File: src/rtl/motor_speed_sequencer_if.sv
// Push-button inputs and speed-selector outputs of the motor speed sequencer.
// The DUT connects through the slave modport; the button driver uses master.
interface motor_speed_sequencer_if;
   logic       Btn_up_i;
   logic       Btn_dn_i;
   logic       Btn_stop_i;
   logic [1:0] Sel_o;
   logic [1:0] Target_o;
   logic       Busy_o;

   modport master (
      output Btn_up_i, Btn_dn_i, Btn_stop_i,
      input  Sel_o, Target_o, Busy_o
   );

   modport slave (
      input  Btn_up_i, Btn_dn_i, Btn_stop_i,
      output Sel_o, Target_o, Busy_o
   );
endinterface

File: src/rtl/motor_speed_sequencer.sv
// Debounced up/down/stop buttons set a target speed level; the PWM selector
// ramps toward it one level per RAMP_CYCLES, stop forces everything to zero.
module motor_speed_sequencer #(
   parameter int unsigned DEBOUNCE_CYCLES = 32'd500000,
   parameter int unsigned RAMP_CYCLES     = 32'd25000000
) (
   input  logic                   Clk_i,
   input  logic                   Reset_i,
   motor_speed_sequencer_if.slave bus
);

   localparam int unsigned DB_W = (DEBOUNCE_CYCLES > 32'd1) ? $clog2(DEBOUNCE_CYCLES) : 32'd1;
   localparam int unsigned RT_W = (RAMP_CYCLES > 32'd1) ? $clog2(RAMP_CYCLES) : 32'd1;
   localparam logic [DB_W-1:0] DB_LAST = DB_W'(DEBOUNCE_CYCLES - 32'd1);
   localparam logic [RT_W-1:0] RT_LAST = RT_W'(RAMP_CYCLES - 32'd1);
   localparam int BTN_UP   = 0;
   localparam int BTN_DN   = 1;
   localparam int BTN_STOP = 2;

   typedef enum logic [1:0] {
      ST_IDLE    = 2'd0,
      ST_RAMP_UP = 2'd1,
      ST_RAMP_DN = 2'd2
   } ramp_state_e;

   function automatic logic [1:0] sat_inc(input logic [1:0] lvl);
      if (lvl == 2'd3) begin
         return 2'd3;
      end else begin
         return lvl + 2'd1;
      end
   endfunction

   function automatic logic [1:0] sat_dec(input logic [1:0] lvl);
      if (lvl == 2'd0) begin
         return 2'd0;
      end else begin
         return lvl - 2'd1;
      end
   endfunction

   function automatic ramp_state_e ramp_dir(input logic [1:0] sel, input logic [1:0] tgt);
      if (sel == tgt) begin
         return ST_IDLE;
      end else if (sel < tgt) begin
         return ST_RAMP_UP;
      end else begin
         return ST_RAMP_DN;
      end
   endfunction

   logic [2:0]      btn_raw_s;
   logic [2:0]      sync1_r;
   logic [2:0]      sync2_r;
   logic [1:0]      sync_vld_r;
   logic [2:0]      deb_r;
   logic [2:0]      armed_r;
   logic [2:0]      press_r;
   logic [DB_W-1:0] db_cnt_r [3];
   logic [2:0]      deb_nxt_s;
   logic [2:0]      armed_nxt_s;
   logic [2:0]      press_nxt_s;
   logic [DB_W-1:0] db_cnt_nxt_s [3];

   logic            up_p_s;
   logic            dn_p_s;
   logic            stop_p_s;
   logic [1:0]      target_r;
   logic [1:0]      target_nxt_s;
   logic [1:0]      sel_r;
   logic [1:0]      sel_nxt_s;
   logic            busy_r;
   logic            busy_nxt_s;
   logic [RT_W-1:0] timer_r;
   logic [RT_W-1:0] timer_nxt_s;
   ramp_state_e     state_r;
   ramp_state_e     state_nxt_s;
   ramp_state_e     dir_s;

   assign btn_raw_s = {bus.Btn_stop_i, bus.Btn_dn_i, bus.Btn_up_i};

   // Two-flop synchronisers; sync_vld_r marks when sync2_r holds a real sample.
   always_ff @(posedge Clk_i or negedge Reset_i) begin
      if (!Reset_i) begin
         sync1_r    <= 3'b000;
         sync2_r    <= 3'b000;
         sync_vld_r <= 2'b00;
      end else begin
         sync1_r    <= btn_raw_s;
         sync2_r    <= sync1_r;
         sync_vld_r <= {sync_vld_r[0], 1'b1};
      end
   end

   // Per-button debounce; a press is only accepted once the button was seen released
   // after reset, so a button held through reset cannot issue a command.
   always_comb begin
      for (int i = 0; i < 3; i++) begin
         db_cnt_nxt_s[i] = db_cnt_r[i];
         deb_nxt_s[i]    = deb_r[i];
         press_nxt_s[i]  = 1'b0;
         armed_nxt_s[i]  = armed_r[i] | (sync_vld_r[1] & ~sync2_r[i] & ~deb_r[i]);
         if (sync2_r[i] == deb_r[i]) begin
            db_cnt_nxt_s[i] = {DB_W{1'b0}};
         end else if (db_cnt_r[i] == DB_LAST) begin
            db_cnt_nxt_s[i] = {DB_W{1'b0}};
            deb_nxt_s[i]    = sync2_r[i];
            press_nxt_s[i]  = sync2_r[i] & armed_r[i];
         end else begin
            db_cnt_nxt_s[i] = db_cnt_r[i] + DB_W'(1'b1);
         end
      end
   end

   // Debounce state and press-pulse registers.
   always_ff @(posedge Clk_i or negedge Reset_i) begin
      if (!Reset_i) begin
         deb_r   <= 3'b000;
         armed_r <= 3'b000;
         press_r <= 3'b000;
         for (int i = 0; i < 3; i++) begin
            db_cnt_r[i] <= {DB_W{1'b0}};
         end
      end else begin
         deb_r   <= deb_nxt_s;
         armed_r <= armed_nxt_s;
         press_r <= press_nxt_s;
         for (int i = 0; i < 3; i++) begin
            db_cnt_r[i] <= db_cnt_nxt_s[i];
         end
      end
   end

   assign up_p_s   = press_r[BTN_UP];
   assign dn_p_s   = press_r[BTN_DN];
   assign stop_p_s = press_r[BTN_STOP];
   assign dir_s    = ramp_dir(sel_r, target_r);

   // Target level update: stop wins, simultaneous up+down cancel.
   always_comb begin
      target_nxt_s = target_r;
      if (stop_p_s) begin
         target_nxt_s = 2'd0;
      end else if (up_p_s && !dn_p_s) begin
         target_nxt_s = sat_inc(target_r);
      end else if (dn_p_s && !up_p_s) begin
         target_nxt_s = sat_dec(target_r);
      end else begin
         target_nxt_s = target_r;
      end
   end

   // Ramp FSM next state, timer and selector; a reversal restarts the interval.
   always_comb begin
      state_nxt_s = state_r;
      timer_nxt_s = timer_r;
      sel_nxt_s   = sel_r;
      if (stop_p_s) begin
         state_nxt_s = ST_IDLE;
         timer_nxt_s = {RT_W{1'b0}};
         sel_nxt_s   = 2'd0;
      end else begin
         case (dir_s)
            ST_RAMP_UP, ST_RAMP_DN: begin
               state_nxt_s = dir_s;
               if ((state_r != ST_IDLE) && (state_r != dir_s)) begin
                  timer_nxt_s = {RT_W{1'b0}};
               end else if (timer_r == RT_LAST) begin
                  timer_nxt_s = {RT_W{1'b0}};
                  if (dir_s == ST_RAMP_UP) begin
                     sel_nxt_s = sel_r + 2'd1;
                  end else begin
                     sel_nxt_s = sel_r - 2'd1;
                  end
               end else begin
                  timer_nxt_s = timer_r + RT_W'(1'b1);
               end
            end
            ST_IDLE: begin
               state_nxt_s = ST_IDLE;
               timer_nxt_s = {RT_W{1'b0}};
            end
            default: begin
               state_nxt_s = ST_IDLE;
               timer_nxt_s = {RT_W{1'b0}};
            end
         endcase
      end
      busy_nxt_s = (sel_nxt_s != target_nxt_s);
   end

   // Ramp state, target and output registers.
   always_ff @(posedge Clk_i or negedge Reset_i) begin
      if (!Reset_i) begin
         state_r  <= ST_IDLE;
         timer_r  <= {RT_W{1'b0}};
         sel_r    <= 2'd0;
         target_r <= 2'd0;
         busy_r   <= 1'b0;
      end else begin
         state_r  <= state_nxt_s;
         timer_r  <= timer_nxt_s;
         sel_r    <= sel_nxt_s;
         target_r <= target_nxt_s;
         busy_r   <= busy_nxt_s;
      end
   end

   assign bus.Sel_o    = sel_r;
   assign bus.Target_o = target_r;
   assign bus.Busy_o   = busy_r;

endmodule
File: src/flat_wrapper.sv
// flat-port wrapper written by rule: the top's interface ports become plain ports
module motor_speed_sequencer_flat 
#(
   parameter int unsigned DEBOUNCE_CYCLES = 32'd500000,
   parameter int unsigned RAMP_CYCLES     = 32'd25000000
)
  (Clk_i, Reset_i, bus_Btn_up_i, bus_Btn_dn_i, bus_Btn_stop_i, bus_Sel_o, bus_Target_o, bus_Busy_o);
  motor_speed_sequencer_if bus_i ();
  input  logic Clk_i;
  input  logic Reset_i;
  input wire logic [$bits(bus_i.Btn_up_i)-1:0] bus_Btn_up_i;
  input wire logic [$bits(bus_i.Btn_dn_i)-1:0] bus_Btn_dn_i;
  input wire logic [$bits(bus_i.Btn_stop_i)-1:0] bus_Btn_stop_i;
  output wire logic [$bits(bus_i.Sel_o)-1:0] bus_Sel_o;
  output wire logic [$bits(bus_i.Target_o)-1:0] bus_Target_o;
  output wire logic [$bits(bus_i.Busy_o)-1:0] bus_Busy_o;
  assign bus_i.Btn_up_i = bus_Btn_up_i;
  assign bus_i.Btn_dn_i = bus_Btn_dn_i;
  assign bus_i.Btn_stop_i = bus_Btn_stop_i;
  assign bus_Sel_o = bus_i.Sel_o;
  assign bus_Target_o = bus_i.Target_o;
  assign bus_Busy_o = bus_i.Busy_o;
  motor_speed_sequencer #(.DEBOUNCE_CYCLES(DEBOUNCE_CYCLES), .RAMP_CYCLES(RAMP_CYCLES)) u_core (.Clk_i(Clk_i), .Reset_i(Reset_i), .bus(bus_i));
endmodule
File: config.mk
export PLATFORM = sky130hd
export DESIGN_NAME = motor_speed_sequencer_flat
export DESIGN_NICKNAME = d
export VERILOG_FILES = /design/src/rtl/motor_speed_sequencer_if.sv /design/src/rtl/motor_speed_sequencer.sv /design/src/flat_wrapper.sv
export SDC_FILE = /design/constraint.sdc
export NUM_CORES = 1
export LEC_CHECK = 0
export CORE_MARGIN = 2
export CORE_UTILIZATION = 30
export DETAILED_ROUTE_END_ITERATION = 16
export SYNTH_ARGS = -nofsm -noshare
export SYNTH_HDL_FRONTEND = slang
export SYNTH_SLANG_ARGS = --single-unit
File: constraint.sdc
create_clock -name Clk_i -period 2.1 [get_ports Clk_i]
set_input_delay 0.42 -clock Clk_i [delete_from_list [all_inputs] [get_ports Clk_i]]
set_output_delay 0.42 -clock Clk_i [all_outputs]
set_load 0.01 [all_outputs]
=== Word level (Yosys, flattened, before mapping) ===
Cells that the tools add are included.

* Register bits: 106
* Input port bits: 5
* Output and inout bits: 5

* Add/sub/neg operators: 8
* Magnitude comparators: 1
* Equal/unequal tests: 13
* Muxes and demuxes: 30
* Bitwise logic cells: 21
* Reductions and logical operators: 11

{| class="wikitable"
|+ Operators by type and width
! operator !! count
|-
| 2-to-1 mux 19 bit || 6
|-
| 2-to-1 mux 25 bit || 4
|-
| adder 19 x 1 -> 19 bit, second input constant || 3
|-
| equality test 19 bit, second input constant || 3
|-
| 2-to-1 mux 2 bit || 14
|-
| adder 25 x 1 -> 25 bit, second input constant || 1
|-
| equality test 25 bit, second input constant || 1
|-
| bitwise AND 1 bit || 9
|-
| inverter 1 bit || 9
|-
| 2-to-1 mux 1 bit || 6
|-
| AND reduction 2 bit || 3
|-
| adder 2 x 1 -> 2 bit, second input constant || 2
|-
| equality test 2 bit, second input constant || 2
|-
| != test 2 bit || 2
|-
| subtractor 2 x 1 -> 2 bit, second input constant || 2
|-
| equality test 1 bit || 3
|-
| logical AND 1 bit || 3
|-
| OR 1 bit || 3
|-
| equality test 2 x 1 -> 1 bit, second input constant || 1
|-
| equality test 2 bit || 1
|-
| zero test 1 bit || 2
|-
| zero test 2 bit || 1
|-
| less-than comparator 2 bit || 1
|-
| nonzero test 2 bit || 1
|-
| OR reduction 2 bit || 1
|}

=== Logic depth before layout (Yosys ltp) ===
Gate-level depths: netlist of run 1.

* Depth in word-level cells: 10
* Gate-level depth with buffers: 8
* Depth with buffers taken out: 7

=== Worst setup path before layout of run 1 ===
Ideal clock, no wire load.

* Path kind: register to register
* From: register u_core.timer_r[8]
* To: register u_core.sel_r[1] (netlist: u_core.bus.Sel_o[1])
* Library setup time: 77 ps
* Arrival time: 1905 ps
* Required time: 2023 ps
* Setup slack: 117 ps
* Cell stages (with the launch flop): 6
* Buffers on the path: 0
* Period minus slack after synthesis: 1983 ps
* Cells stage by stage: dfrtp_1 -> nor4b_2 -> nand4_1 -> or4_4 -> or4_1 -> a21oi_1

* Word-level cells in the longest chain between the ends: 5

{| class="wikitable"
|+ Ends and longest elaborated chain
! what !! RTL line !! RTL
|-
| start, declared || motor_speed_sequencer.sv:74 || <nowiki>logic [RT_W-1:0] timer_r;</nowiki>
|-
| start signal, assigned || motor_speed_sequencer.sv:196 || <nowiki>timer_r <= {RT_W{1'b0}};</nowiki>
|-
| start signal, assigned || motor_speed_sequencer.sv:202 || <nowiki>timer_r <= timer_nxt_s;</nowiki>
|-
| equality test 25 bit || motor_speed_sequencer.sv:168 || <nowiki>end else if (timer_r == RT_LAST) begin</nowiki>
|-
| 2-to-1 mux 2 bit || motor_speed_sequencer.sv:168 ||
|-
| 2-to-1 mux 2 bit || motor_speed_sequencer.sv:166 || <nowiki>if ((state_r != ST_IDLE) && (state_r != dir_s)) begin</nowiki>
|-
| 2-to-1 mux 2 bit || motor_speed_sequencer.sv:163 || <nowiki>case (dir_s)</nowiki>
|-
| 2-to-1 mux 2 bit || motor_speed_sequencer.sv:158 || <nowiki>if (stop_p_s) begin</nowiki>
|-
| via u_core.sel_nxt_s[1] || motor_speed_sequencer.sv:71 || <nowiki>logic [1:0] sel_nxt_s;</nowiki>
|-
| end signal, assigned || motor_speed_sequencer.sv:203 || <nowiki>sel_r <= sel_nxt_s;</nowiki>
|-
| end, declared || motor_speed_sequencer.sv:70 || <nowiki>logic [1:0] sel_r;</nowiki>
|}

The timed path passes the listed nets, and every way through them passes these cells.
A chain may end at the register's enable or synchronous reset.

=== Final worst setup path of run 1 ===
* From: register u_core.timer_r[23]
* To: register u_core.sel_r[1] (netlist: u_core.bus.Sel_o[1])

Same word-level chain as after synthesis.

==> metrics.cfg, run 1 <==
[synthesis]
ys_seq_area_frac = 0.5319
syn_inst = 496
yosys_most_used_dff = dfrtp_1
synth_fp_nets = 507
synth_edf_count = 0
ys_ff_latch = 106
yosys_warnings = 0
synth_cell_type_count = 40
avgSynthCellArea_um2 = 10.06
async_flop_share = 1.000
netlist_area_um2 = 4987

[drt]
routed_via_density = 4.666
routedWlPerCell_um = 12.20
drtIter0Drc = 109
antenna_left = 0
detail_route.first_pass.iterations = 4
drcViolationCount = 0
totalWireLength_um = 9196
vias = 3518

[setup_path]
path_buf_inv = 0
endpoint_kind = flip-flop
arrival_ns = 2.33
cp_top_family = simple AND/OR/NAND/NOR gates
crit_chain = nor4b_2 -> nand4_1 -> or4_4 -> or4_1 -> a21oi_1
setup.worst_path.class = reg -> reg
max_stage_delay_ns = 0.56
r2r_slack_ns = 0.05
crit_slowest_cell = or4_4
path_max_fanout = 3
cp.required_ns = 2.38
crit_path_start_kind = flip-flop

[global_routing]
grt_max_degree = 43
grt_overflow_total = 0
antenna_found_initial = 0
grt_pass1_vias = 3618
grt_usage = 0.1150
grt_pass1_wl_um = 16490

[clocking]
cts_setup_buffers = 0
clockRootBuffer = clkbuf_16
cts_tree = built
cts_sinks = 106
cts.clk_slew.worst_paths_ns = 0.07
htreeDepth = 3
cts_buffer_depth = 2
hold_buffers = 0
cts_made_buffers = 9
clk_latency_ns = 0.35

[finish]
layout_commonest_cell = dfrtp_1
area_growth_pct = 16.63
final_cell_mix = dfrtp_1, nor2_1, xnor2_1, xor2_1, nand3_1
seqCellArea_um2 = 2653
fillerInstances = 1627
diodes = 0
final_layout_size_suffix_gt1_frac = 0.1067
fin_nets = 541
multiInputGateArea_um2 = 2257

[die]
dieArea_um2 = 17670
die_w_um = 132.9
fp.coreArea_um2 = 16410
start_util = 0.3040
ios = 10
rows = 47
fp.dieH_um = 132.9

[timing]
setup_violations = 0
max_freq_mhz = 488.6
max_slew_margin = 0.6294
final_hold_viol_count = 0
finalMaxSlewViolations = 0
setup_ws_ns = 0.05325
fin_tns_setup_ns = 0
tightest_slew_ns = 0.5517
layout_min_cycle_time_ns = 2.047
finalClockSkew_ns = 0.009102
timing.final.crit_share = 0.9746
holdWs_ns = 0.03443
rsz0062_at_grt = yes

[pwr]
finalPower_w = 0.003769
ir_drop_mv = 0.4842
leakagePower_nw = 2.426
power.density_nw_per_um2 = 647.9

[place]
gp_congestion = 0.7885
io_buffers = 9
dpl.hpwl_um = 6485
dp_slack_ns = 0.05305

[worst_hold_path]
hp-class = in -> async

[outcome]
status = complete, no violations

[run]
drv_cap = 0

-- final timing paths --
kind / startpoint / endpoint / cells after the start
max: u_core.timer_r[23]$_DFF_PN0_ / u_core.bus.Sel_o[1]$_DFF_PN0_ / 5
min: Reset_i / u_core.db_cnt_r[33]$_DFF_PN0_ / 1
max reg2reg: u_core.timer_r[23]$_DFF_PN0_ / u_core.bus.Sel_o[1]$_DFF_PN0_ / 5
min reg2reg: u_core.sync_vld_r[0]$_DFF_PN0_ / u_core.sync_vld_r[1]$_DFF_PN0_ / 0
max in group asynchronous: Reset_i / u_core.timer_r[0]$_DFF_PN0_ / 2
min in group Clk_i: u_core.sync_vld_r[0]$_DFF_PN0_ / u_core.sync_vld_r[1]$_DFF_PN0_ / 0
-- report_power, final --
group	switching [W]	internal (W)
logic	0.0000722	0.0000320
registers	0.0000193	0.00206
clock network	0.000769	0.000815
-- cell families (layout without fill, tap and decap cells) --
kind of cell               count (synthesis)  count (layout)  synth area share
other                                      1               1         0.0007519
adders and majority gates                  6               6           0.01505
DFF                                      106             106            0.5319
buffers and inverters                     24              62           0.01857
xor gates and xnor gates                  81              81            0.1450
and+or+nand+nor                          260             260            0.2607
muxes                                      4               4          0.009031
AOI/OAI and AO/OA                         14              14           0.01907
-- final cells by class --
cell class / count / area share
repair buffers: 33 / 0.05248
flip-flops and latches: 106 / 0.4560
clock inverters: 6 / 0.008389
multi-input cells: 366 / 0.3880
well taps: 220 / 0.04732
inverters: 14 / 0.009034
clock buffers: 9 / 0.03872
-- synthesized netlist by cell type (2+ instances only) --
cell	count	area share
nor4b_1	3	0.0053
nand2_1	29	0.022
or2_2	4	0.0050
nand3_1	34	0.034
ha_1	6	0.015
o21ai_0	3	0.0030
xnor2_1	40	0.070
nor3_1	18	0.018
and3_1	14	0.018
nand4_1	15	0.019
a21o_1	3	0.0045
and4b_1	2	0.0040
and4_1	8	0.014
nor2_1	103	0.078
nor2b_1	2	0.0025
inv_1	14	0.011
or3_1	2	0.0025
or3b_2	2	0.0035
buf_2	2	0.0020
nand4b_1	3	0.0053
xor2_1	40	0.070
mux2_2	4	0.0090
dfrtp_1	106	0.53
o31ai_1	3	0.0045
a21oi_1	2	0.0020
nor4_1	10	0.013
clkbuf_1	7	0.0053
and2_1	5	0.0063
-- what timing repair did --
| action | in CTS | in global routing |
|---|---|---|
| endpoints found under the setup margin | 0 | 2 |
| hold endpoints to repair | 0 | 0 |
| gates resized for setup | 0 | 5 |
-- flip-flops by register name, summed over array words and instances (netlist names) --
signal               flops
u_core.state_r           2
u_core.sync1_r           3
u_core.bus.Busy_o        1
u_core.press_r           3
u_core.armed_r           3
u_core.sync_vld_r        2
u_core.deb_r             3
u_core.bus.Target_o      2
u_core.sync2_r           3
u_core.db_cnt_r         57
u_core.timer_r          25
u_core.bus.Sel_o         2
-- through the flow --
stage | cells | area (µm²) | util
after floorplan | 496 | 4987 | -
after global placement | 739 | 5528 | 0.3369
after detailed placement | 739 | 5528 | 0.3369
after CTS | 754 | 5802 | 0.3536
after global routing | 754 | 5817 | 0.3545
final | 754 | 5817 | 0.3545
-- worst register-to-register path, cell delays in order (launching register included) --
cell and delay (ns):
dfrtp_1 0.39, nor4b_2 0.27, nand4_1 0.12, or4_4 0.56, or4_1 0.48, a21oi_1 0.15
-- layer usage --
layer	vias up	global-route usage	wire, µm
met1	1735	0.1429	4289
met4	0	0.04839	160
met5	-	0	0
li1	1746	-	-
met2	27	0.1923	4482
met3	10	0.02720	264
Note: power is estimated with default switching activity, not from simulation.
==> run 2: changes to the inputs <==
--- a/config.mk
+++ b/config.mk
@@ -8,6 +8,7 @@
 export CORE_MARGIN = 2
 export CORE_UTILIZATION = 30
 export DETAILED_ROUTE_END_ITERATION = 16
+export PLACE_DENSITY = 0.43
 export SYNTH_ARGS = -nofsm -noshare
 export SYNTH_HDL_FRONTEND = slang
 export SYNTH_SLANG_ARGS = --single-unit
==> metrics.cfg, run 2 (same netlist as run 1, synthesis figures left out) <==
[global_routing]
grt_overflow_total = 0
grt_usage = 0.1186
grt_max_degree = 107
grt_pass1_vias = 3431
antenna_found_initial = 0
grt_pass1_wl_um = 16780

[die]
start_util = 0.3040
rows = 47
die_w_um = 132.9
fp.coreArea_um2 = 16410
dieArea_um2 = 17670
fp.dieH_um = 132.9
ios = 10

[clocking]
cts_sinks = 106
hold_buffers = 0
cts.clk_slew.worst_paths_ns = 0.06
clockRootBuffer = clkbuf_16
cts_made_buffers = 9
cts_buffer_depth = 2
cts_tree = built
htreeDepth = 3
clk_latency_ns = 0.35

[timing]
finalMaxSlewViolations = 0
layout_min_cycle_time_ns = 1.982
timing.final.crit_share = 0.9439
setup_ws_ns = 0.1179
finalClockSkew_ns = 0.008379
setup_violations = 0
tightest_slew_ns = 0.6163
max_slew_margin = 0.5892
final_hold_viol_count = 0
max_freq_mhz = 504.5
fin_tns_setup_ns = 0
holdWs_ns = 0.09189
rsz0062_at_grt = no

[drt]
antenna_left = 0
drcViolationCount = 0
vias = 3439
routed_via_density = 4.543
routedWlPerCell_um = 12.75
detail_route.first_pass.iterations = 4
drtIter0Drc = 192
totalWireLength_um = 9648

[finish]
layout_commonest_cell = dfrtp_1
final_cell_mix = dfrtp_1, nor2_1, xnor2_1, xor2_1, nand3_1
fin_nets = 543
largest_register = u_core.db_cnt_r
final_layout_size_suffix_gt1_frac = 0.1043
design_area_um2 = 5826
diodes = 0
area_growth_pct = 16.81
largest_reg_flops = 57
post-route-util = 0.3551
top_regs = u_core.db_cnt_r (57), u_core.timer_r (25)

[setup_path]
crit_slowest_cell = or4_4
endpoint_kind = flip-flop
arrival_ns = 2.25
path_max_fanout = 3
cp_top_family = simple AND/OR/NAND/NOR gates
cp.required_ns = 2.37
crit_chain = ha_2 -> and2_4 -> nand2_1 -> or4_4 -> or4_1 -> a21oi_1
path_buf_inv = 0
max_stage_delay_ns = 0.55
r2r_slack_ns = 0.12
crit_path_start_kind = flip-flop
setup.worst_path.class = reg -> reg

[pwr]
ir_drop_mv = 0.3106
power.density_nw_per_um2 = 657.8
leakagePower_nw = 2.433

[outcome]
status = complete, no violations

[run]
drv_cap = 0

[place]
io_buffers = 9
gp_congestion = 0.8036
dp_slack_ns = -0.007607
dpl.hpwl_um = 6280
dpl_cell_area_um2 = 5523

[worst_hold_path]
hp-class = in -> async

## run 2: path summary, 6_finish.rpt
path	startpoint	cells past startpoint	end
setup / recovery	u_core.timer_r[1]$_DFF_PN0_	6	u_core.bus.Sel_o[1]$_DFF_PN0_
hold / removal	Reset_i	2	u_core.timer_r[12]$_DFF_PN0_
setup reg to reg	u_core.timer_r[1]$_DFF_PN0_	6	u_core.bus.Sel_o[1]$_DFF_PN0_
hold reg to reg	u_core.sync_vld_r[0]$_DFF_PN0_	0	u_core.sync_vld_r[1]$_DFF_PN0_
max in group asynchronous	Reset_i	2	u_core.db_cnt_r[2]$_DFF_PN0_
min in group Clk_i	u_core.sync_vld_r[0]$_DFF_PN0_	0	u_core.sync_vld_r[1]$_DFF_PN0_
## run 2: layout make-up
class / count / area, µm²
Fill cell: 1654 / 10580
Sequential cell: 106 / 2653
Multi-Input combinational cell: 366 / 2257
Timing Repair Buffer: 35 / 307.8
Tap cell: 220 / 275.3
Clock buffer: 13 / 240.2
Inverter: 14 / 52.55
Clock inverter: 3 / 40.04
## run 2: timing repair
item / CTS / global route
hold endpoints to repair: 0 / 0
pin swaps: 0 / 4
resized for setup: 1 / 4
setup buffers: 0 / 1
gates cloned: 0 / 0
endpoints found under the setup margin: 1 / 2
## run 2: layer usage
| layer | share of wire | global-route usage |
|---|---|---|
| met4 | 0.019 | 0.05376 |
| met3 | 0.026 | 0.02605 |
| met5 | 0 | 0 |
| met2 | 0.46 | 0.1811 |
| met1 | 0.49 | 0.1614 |
## run 2: power breakdown
part / total (W) / switching (W) / internal [W]
Sequential: 0.00208 / 0.0000201 / 0.00206
Combinational: 0.000102 / 0.0000728 / 0.0000287
Clock: 0.00165 / 0.000724 / 0.000924
## run 2: per-stage QoR
step	power (W)	std cells
6_report	0.003832	757
5_1_grt	0.004019	757
4_1_cts	0.003915	756
3_5_place_dp	0.002230	740
3_3_place_gp	0.002227	740
2_1_floorplan	0.002162	496
